$ cat src/rtl/mac_out_quant_if.sv
// Result stream of mac_out_quant: quantized head sample, its saturation tag
// and the valid/ready handshake with the consumer.
interface mac_out_quant_if #(
  parameter int OUT_WIDTH = 16
) ();
  logic [OUT_WIDTH-1:0] out_data;
  logic                 out_sat;
  logic                 out_valid;
  logic                 out_ready;

  modport master (output out_data, output out_sat, output out_valid, input out_ready);
  modport slave  (input out_data, input out_sat, input out_valid, output out_ready);
endinterface

$ cat src/rtl/mac_out_quant.sv
// MAC output quantizer: shift/saturate accumulator to OUT_WIDTH and buffer in a FIFO.
// Build option MAC_QUANT_ROUND_EN selects round-half-up; otherwise truncation (floor).
module mac_out_quant #(
  parameter int ACC_WIDTH  = 40,
  parameter int OUT_WIDTH  = 16,
  parameter int FRAC_SHIFT = 15,
  parameter int FIFO_DEPTH = 4
) (
  input  logic                          clk,
  input  logic                          rst_n,
  input  logic [ACC_WIDTH-1:0]          acc_in,
  input  logic                          acc_valid,
  mac_out_quant_if.master               out_if,
  output logic [$clog2(FIFO_DEPTH):0]   fifo_count,
  output logic                          sat_sticky,
  output logic                          drop_err,
  input  logic                          clr_flags
);

  localparam int EXT_W = ACC_WIDTH + 1;
  localparam int PW    = $clog2(FIFO_DEPTH);
  localparam int CW    = PW + 1;
  localparam int ENT_W = OUT_WIDTH + 1;

  localparam logic signed [EXT_W-1:0] SAT_MAX =
    {{(EXT_W-OUT_WIDTH+1){1'b0}}, {(OUT_WIDTH-1){1'b1}}};
  localparam logic signed [EXT_W-1:0] SAT_MIN =
    {{(EXT_W-OUT_WIDTH+1){1'b1}}, {(OUT_WIDTH-1){1'b0}}};
  localparam logic [CW-1:0] FULL_CNT = CW'(FIFO_DEPTH);

  // Clamp a shifted value to OUT_WIDTH; returns {sat, data}.
  function automatic logic [ENT_W-1:0] sat_q(input logic signed [EXT_W-1:0] v);
    logic [ENT_W-1:0] r;
    if (v > SAT_MAX) begin
      r = {1'b1, 1'b0, {(OUT_WIDTH-1){1'b1}}};
    end else if (v < SAT_MIN) begin
      r = {1'b1, 1'b1, {(OUT_WIDTH-1){1'b0}}};
    end else begin
      r = {1'b0, v[OUT_WIDTH-1:0]};
    end
    return r;
  endfunction

  logic signed [EXT_W-1:0] acc_ext_s;
  logic signed [EXT_W-1:0] acc_rnd_s;
  logic signed [EXT_W-1:0] acc_shr_s;
  logic signed [EXT_W-1:0] s1_data_r;
  logic                    s1_valid_r;

  logic [ENT_W-1:0] mem_r [FIFO_DEPTH];
  logic [PW-1:0]    wr_ptr_r, rd_ptr_r, wr_ptr_nxt_s, rd_ptr_nxt_s;
  logic [CW-1:0]    count_r, count_nxt_s;
  logic [ENT_W-1:0] head_r, head_nxt_s, push_word_s;
  logic             out_valid_r;
  logic             sat_sticky_r, sat_sticky_nxt_s;
  logic             drop_err_r, drop_err_nxt_s;
  logic             pop_s, push_s, drop_s, full_s;

  assign acc_ext_s = {acc_in[ACC_WIDTH-1], acc_in};
`ifdef MAC_QUANT_ROUND_EN
  localparam logic signed [EXT_W-1:0] RND_K = {{(EXT_W-1){1'b0}}, 1'b1} << (FRAC_SHIFT-1);
  // Extension by one bit guarantees the half-LSB add cannot wrap.
  assign acc_rnd_s = acc_ext_s + RND_K;
`else
  assign acc_rnd_s = acc_ext_s;
`endif
  assign acc_shr_s   = acc_rnd_s >>> FRAC_SHIFT;
  assign push_word_s = sat_q(s1_data_r);

  // S1 capture register.
  always_ff @(posedge clk or negedge rst_n) begin
    if (!rst_n) begin
      s1_valid_r <= 1'b0;
      s1_data_r  <= {EXT_W{1'b0}};
    end else begin
      s1_valid_r <= acc_valid;
      if (acc_valid) begin
        s1_data_r <= acc_shr_s;
      end else begin
        s1_data_r <= s1_data_r;
      end
    end
  end

  // FIFO control, next head and sticky flag logic.
  always_comb begin
    pop_s            = out_valid_r & out_if.out_ready;
    full_s           = (count_r == FULL_CNT);
    push_s           = s1_valid_r & (~full_s | pop_s);
    drop_s           = s1_valid_r & full_s & ~pop_s;
    wr_ptr_nxt_s     = wr_ptr_r;
    rd_ptr_nxt_s     = rd_ptr_r;
    count_nxt_s      = count_r;
    head_nxt_s       = {ENT_W{1'b0}};
    sat_sticky_nxt_s = sat_sticky_r;
    drop_err_nxt_s   = drop_err_r;

    case ({push_s, pop_s})
      2'b10: begin
        wr_ptr_nxt_s = wr_ptr_r + PW'(1'b1);
        count_nxt_s  = count_r + CW'(1'b1);
      end
      2'b01: begin
        rd_ptr_nxt_s = rd_ptr_r + PW'(1'b1);
        count_nxt_s  = count_r - CW'(1'b1);
      end
      2'b11: begin
        wr_ptr_nxt_s = wr_ptr_r + PW'(1'b1);
        rd_ptr_nxt_s = rd_ptr_r + PW'(1'b1);
      end
      default: begin
        wr_ptr_nxt_s = wr_ptr_r;
        rd_ptr_nxt_s = rd_ptr_r;
      end
    endcase

    // Head is registered, so a push landing in the next head slot is forwarded.
    if (count_nxt_s == {CW{1'b0}}) begin
      head_nxt_s = {ENT_W{1'b0}};
    end else if (push_s && (wr_ptr_r == rd_ptr_nxt_s)) begin
      head_nxt_s = push_word_s;
    end else begin
      head_nxt_s = mem_r[rd_ptr_nxt_s];
    end

    if (push_s && push_word_s[OUT_WIDTH]) begin
      sat_sticky_nxt_s = 1'b1;
    end else if (clr_flags) begin
      sat_sticky_nxt_s = 1'b0;
    end else begin
      sat_sticky_nxt_s = sat_sticky_r;
    end

    if (drop_s) begin
      drop_err_nxt_s = 1'b1;
    end else if (clr_flags) begin
      drop_err_nxt_s = 1'b0;
    end else begin
      drop_err_nxt_s = drop_err_r;
    end
  end

  // FIFO storage.
  always_ff @(posedge clk or negedge rst_n) begin
    if (!rst_n) begin
      for (int i = 0; i < FIFO_DEPTH; i++) begin
        mem_r[i] <= {ENT_W{1'b0}};
      end
    end else if (push_s) begin
      mem_r[wr_ptr_r] <= push_word_s;
    end else begin
      mem_r[wr_ptr_r] <= mem_r[wr_ptr_r];
    end
  end

  // Pointers, occupancy, registered head and flags.
  always_ff @(posedge clk or negedge rst_n) begin
    if (!rst_n) begin
      wr_ptr_r     <= {PW{1'b0}};
      rd_ptr_r     <= {PW{1'b0}};
      count_r      <= {CW{1'b0}};
      head_r       <= {ENT_W{1'b0}};
      out_valid_r  <= 1'b0;
      sat_sticky_r <= 1'b0;
      drop_err_r   <= 1'b0;
    end else begin
      wr_ptr_r     <= wr_ptr_nxt_s;
      rd_ptr_r     <= rd_ptr_nxt_s;
      count_r      <= count_nxt_s;
      head_r       <= head_nxt_s;
      out_valid_r  <= (count_nxt_s != {CW{1'b0}});
      sat_sticky_r <= sat_sticky_nxt_s;
      drop_err_r   <= drop_err_nxt_s;
    end
  end

  assign out_if.out_data  = head_r[OUT_WIDTH-1:0];
  assign out_if.out_sat   = head_r[OUT_WIDTH];
  assign out_if.out_valid = out_valid_r;
  assign fifo_count       = count_r;
  assign sat_sticky       = sat_sticky_r;
  assign drop_err         = drop_err_r;

endmodule

$ cat src/flat_wrapper.sv
// flat-port wrapper written by rule: the top's interface ports become plain ports
module mac_out_quant_flat 
#(
  parameter int ACC_WIDTH  = 40,
  parameter int OUT_WIDTH  = 16,
  parameter int FRAC_SHIFT = 15,
  parameter int FIFO_DEPTH = 4
)
  (clk, rst_n, acc_in, acc_valid, fifo_count, sat_sticky, drop_err, clr_flags, out_if_out_data, out_if_out_sat, out_if_out_valid, out_if_out_ready);
  mac_out_quant_if #(.OUT_WIDTH(OUT_WIDTH)) out_if_i ();
  input  logic clk;
  input  logic rst_n;
  input  logic [ACC_WIDTH-1:0] acc_in;
  input  logic acc_valid;
  output logic [$clog2(FIFO_DEPTH):0] fifo_count;
  output logic sat_sticky;
  output logic drop_err;
  input  logic clr_flags;
  output wire logic [$bits(out_if_i.out_data)-1:0] out_if_out_data;
  output wire logic [$bits(out_if_i.out_sat)-1:0] out_if_out_sat;
  output wire logic [$bits(out_if_i.out_valid)-1:0] out_if_out_valid;
  input wire logic [$bits(out_if_i.out_ready)-1:0] out_if_out_ready;
  assign out_if_out_data = out_if_i.out_data;
  assign out_if_out_sat = out_if_i.out_sat;
  assign out_if_out_valid = out_if_i.out_valid;
  assign out_if_i.out_ready = out_if_out_ready;
  mac_out_quant #(.ACC_WIDTH(ACC_WIDTH), .OUT_WIDTH(OUT_WIDTH), .FRAC_SHIFT(FRAC_SHIFT), .FIFO_DEPTH(FIFO_DEPTH)) u_core (.clk(clk), .rst_n(rst_n), .acc_in(acc_in), .acc_valid(acc_valid), .out_if(out_if_i), .fifo_count(fifo_count), .sat_sticky(sat_sticky), .drop_err(drop_err), .clr_flags(clr_flags));
endmodule
$ cat config.mk
export PLATFORM = sky130hd
export DESIGN_NAME = mac_out_quant_flat
export DESIGN_NICKNAME = d
export VERILOG_FILES = /design/src/rtl/mac_out_quant_if.sv /design/src/rtl/mac_out_quant.sv /design/src/flat_wrapper.sv
export SDC_FILE = /design/constraint.sdc
export NUM_CORES = 1
export LEC_CHECK = 0
export CAP_MARGIN = 20
export CELL_PAD_IN_SITES_DETAIL_PLACEMENT = 0
export CELL_PAD_IN_SITES_GLOBAL_PLACEMENT = 2
export CORE_ASPECT_RATIO = 0.7
export CORE_MARGIN = 2
export CORE_UTILIZATION = 40
export DETAILED_ROUTE_END_ITERATION = 12
export MAX_ROUTING_LAYER = met4
export PLACE_DENSITY = 0.95
export SYNTH_ARGS = -nofsm -noshare
export SYNTH_HDL_FRONTEND = slang
export SYNTH_SLANG_ARGS = --single-unit
export TNS_END_PERCENT = 30
$ cat constraint.sdc
create_clock -name clk -period 6.3 [get_ports clk]
set_clock_uncertainty 0.05 [all_clocks]
set_input_delay 1.26 -clock clk [delete_from_list [all_inputs] [get_ports clk]]
set_output_delay 1.26 -clock clk [all_outputs]
set_load 0.01 [all_outputs]
==> impl_metrics.py <==
metrics = {
    "status": {
        "status": "complete, no violations",
    },
    "synthesis": {
        "ys_seq_elements": 121,
        "yosys.area.top_type": "dfrtp_1",
        "syn-cell-area_mm2": 0.00659,
        "avgSynthCellArea_um2": 10.1,
        "synth_area_leaders": "dfrtp_1, mux2_2, a21oi_1, mux4_2, nor2_1",
        "synth-edff-count": 0,
        "synth_async_sr_flop_share_pct": 100,
        "synth.distinct_cells": 50,
        "synth_fp_nets": 701,
        "yosysWarnings": 0,
        "ys_seq_area_share_pct": 45.9,
        "yosys.area.top_type_share_pct": 45.9,
        "synth_cells": 651,
        "ys.flop_type": "dfrtp_1",
    },
    "timing": {
        "slew_headroom_pct": 33.4,
        "hold_viol": 0,
        "rsz0062_at_grt": "no",
        "min_period_ns": 3.88,
        "final.setup.tns_ns": 0,
        "timing.fmax_mhz": 258,
        "worst_pin_slew_ns": 0.996,
        "finalSetupViolations": 0,
        "slew_violations": 0,
        "fin_crit_sh_pct": 61.6,
    },
    "cells_and_area": {
        "design_area_mm2": 0.00780,
        "diodes": 0,
        "drive_gt1_share_pct": 18.1,
        "instances_no_fill": 914,
        "layout.nets": 727,
        "area_growth_pct": 18.3,
    },
    "global_route": {
        "grt_pass1_vias": 5397,
        "grt_overflow": 0,
        "grt_max_degree": 74,
        "use_met3_pct": 6.11,
        "use_met2_pct": 32.8,
        "antenna_found_initial": 0,
        "grtUsageMet1_pct": 28.5,
        "track_usage_pct": 21.7,
        "grt_pass1_wl_um": 28400,
        "grt.busiest_layer": "met2",
    },
    "placement": {
        "dpl.hpwl_um": 11000,
        "io_buffers": 52,
        "finalWeightedCongestion": 0.846,
        "place_area_mm2": 0.00722,
        "dp.cells": 880,
    },
    "drt": {
        "drt-initial-drc-count": 547,
        "route.detailed.drc": 0,
        "vias_per_cell": 5.89,
        "wl_per_cell_um": 19.7,
        "vias": 5388,
        "first_pass_iters": 6,
        "totalWireLength_um": 18000,
        "final_antenna_net_count": 0,
    },
    "clock_tree": {
        "cts_resized": 0,
        "cts_buffers": 17,
        "holdBufCountCts": 0,
        "cts_buffer_depth": 2,
        "clock-root-buffer": "clkbuf_16",
        "postCtsSetupRepairBufs": 0,
        "cts_tree": "yes",
        "clk_latency_ns": 0.42,
        "clkTransAtPathRegs_ns": 0.05,
        "h-tree-depth": 4,
        "cts_sinks": 121,
    },
    "setup_path": {
        "cp_max_fo": 34,
        "reg2reg_from": "u_core.out_if.out_valid",
        "crit_start": "out_if_out_ready",
        "cp_data_arrival_time_ns": 4.14,
        "worstPathRequired_ns": 6.56,
        "crit_type": "in -> reg",
        "start_kind": "primary input",
        "cp-end-kind": "flop",
    },
    "power": {
        "vdd_drop_max_uv": 213,
        "p_per_area_mw_per_mm2": 541,
        "leakage_nw": 2.88,
        "power_mw": 4.22,
    },
    "floorplanning": {
        "fp.dieH_um": 111,
        "design.core.area_mm2": 0.0162,
        "die_w_um": 157,
        "ios": 68,
        "rows": 39,
        "start_util_pct": 40.7,
        "dieArea_mm2": 0.0175,
    },
    "worst_hold_path": {
        "hold_class": "reg -> reg",
        "min_from": "u_core.sat_sticky",
    },
    "run": {
        "maxCapViolCount": 0,
    },
}
[registers in the layout (all words and copies together), names as in the netlist]
signal                   count
u_core.head_r               17
u_core.fifo_count            3
u_core.s1_valid_r            1
u_core.mem_r                68
u_core.sat_sticky            1
u_core.rd_ptr_r              2
u_core.drop_err              1
u_core.out_if.out_valid      1
u_core.wr_ptr_r              2
u_core.s1_data_r            25
[worst max-delay path: stages]
cell and delay (ns):
clkdlybuf4s50_1 0.54, and2_1 0.35, buf_4 0.33, or3_1 0.47
a31oi_4 0.43, buf_4 0.39, a21oi_1 0.07, a211oi_1 0.27
[path summary, 6_finish.rpt]
kind	end	slack [ns]	depth (start not counted)
hold reg to reg	u_core.sat_sticky	0.48	2
setup / recovery	u_core.head_r[0]	2.42	8
max in group asynchronous	u_core.head_r[16]	4.02	2
hold / removal	u_core.sat_sticky	0.48	2
setup reg to reg	u_core.head_r[0]	3.35	7
min in group asynchronous	u_core.drop_err	0.85	1
[metrics by stage]
step	utilization [%]	hold slack [ns]	setup WS, ns
floorplan	-	0.445	2.95
global placement	44.6	0.460	2.11
detailed placement	44.6	0.463	2.02
CTS	47.8	0.476	2.44
global route	48.1	0.501	2.27
finish	48.1	0.475	2.42
[cells in the mapped netlist (13+ instances only)]
master / count
a311oi_1: 15
nor2_1: 71
mux2_2: 41
o21a_1: 16
nand2_1: 27
o21ai_0: 38
mux4_2: 17
a211oi_2: 13
nor3b_1: 17
o22ai_1: 19
a21oi_1: 86
nor3_1: 20
o221ai_1: 17
clkbuf_1: 39
dfrtp_1: 121
nor2b_1: 15
[per-layer routing]
| layer | wire (um) | vias up | part of all wire, % |
|---|---|---|---|
| met5 | 0 | - | 0 |
| met4 | 208 | 0 | 1.2 |
| met3 | 1390 | 22 | 7.7 |
| met2 | 8130 | 221 | 45 |
| met1 | 8300 | 2693 | 46 |
| li1 | - | 2452 | - |
[report_power, final]
group | leakage, nW | internal [mW] | switching (mW) | total (mW)
combinational | 1.29 | 0.907 | 1.12 | 2.03
clock | 0.268 | 0.523 | 0.340 | 0.863
sequential | 1.33 | 1.08 | 0.243 | 1.33
total | 2.88 | 2.52 | 1.70 | 4.22
[cell families after synthesis]
| logic type | count (synthesis) | synth area share [%] |
|---|---|---|
| AND/OR/NAND/NOR | 168 | 12.3 |
| AO/OA/AOI/OAI | 219 | 21.9 |
| XOR/XNOR | 6 | 0.911 |
| buffers and inverters | 71 | 4.71 |
| multiplexers | 61 | 13.3 |
| flip-flops | 121 | 45.9 |
| adder cells (fa/ha/maj) | 5 | 1.06 |
[layout by cell type (no fill, tap or decap), types with 2 or more instances in the layout]
| cell | synthesis | layout |
|---|---|---|
| o221ai_1 | 17 | 17 |
| nor3b_1 | 17 | 17 |
| mux4_2 | 17 | 17 |
| a221oi_1 | 2 | 2 |
| o22ai_1 | 19 | 19 |
| nor2b_1 | 15 | 15 |
| a21oi_1 | 86 | 86 |
| nor2_1 | 71 | 71 |
| a211oi_2 | 13 | 13 |
| ha_1 | 4 | 4 |
| mux2_2 | 41 | 41 |
| clkinv_2 | 0 | 9 |
| a31oi_1 | 2 | 2 |
| o21a_1 | 16 | 16 |
| inv_1 | 10 | 10 |
| mux2i_1 | 3 | 3 |
| xnor2_1 | 4 | 4 |
| clkdlybuf4s50_1 | 0 | 51 |
| a311oi_1 | 15 | 15 |
| nor3_1 | 20 | 20 |
| clkbuf_8 | 0 | 3 |
| nand3b_1 | 2 | 2 |
| a211oi_1 | 2 | 2 |
| dfrtp_1 | 121 | 120 |
| nor4_1 | 2 | 2 |
| nand3_1 | 5 | 5 |
| o21ai_0 | 38 | 38 |
| and2_1 | 2 | 2 |
| clkbuf_16 | 0 | 17 |
| nand2_1 | 27 | 27 |
| buf_4 | 3 | 15 |
[area by class of cell]
cell class | count | area (um^2)
Clock buffer | 21 | 470
Clock inverter | 10 | 52.6
Fill cell | 1461 | 8400
Inverter | 10 | 37.5
Multi-Input combinational cell | 459 | 3260
Sequential cell | 121 | 3030
Tap cell | 225 | 282
Timing Repair Buffer | 68 | 671
Power figures use the tool's default switching activity.
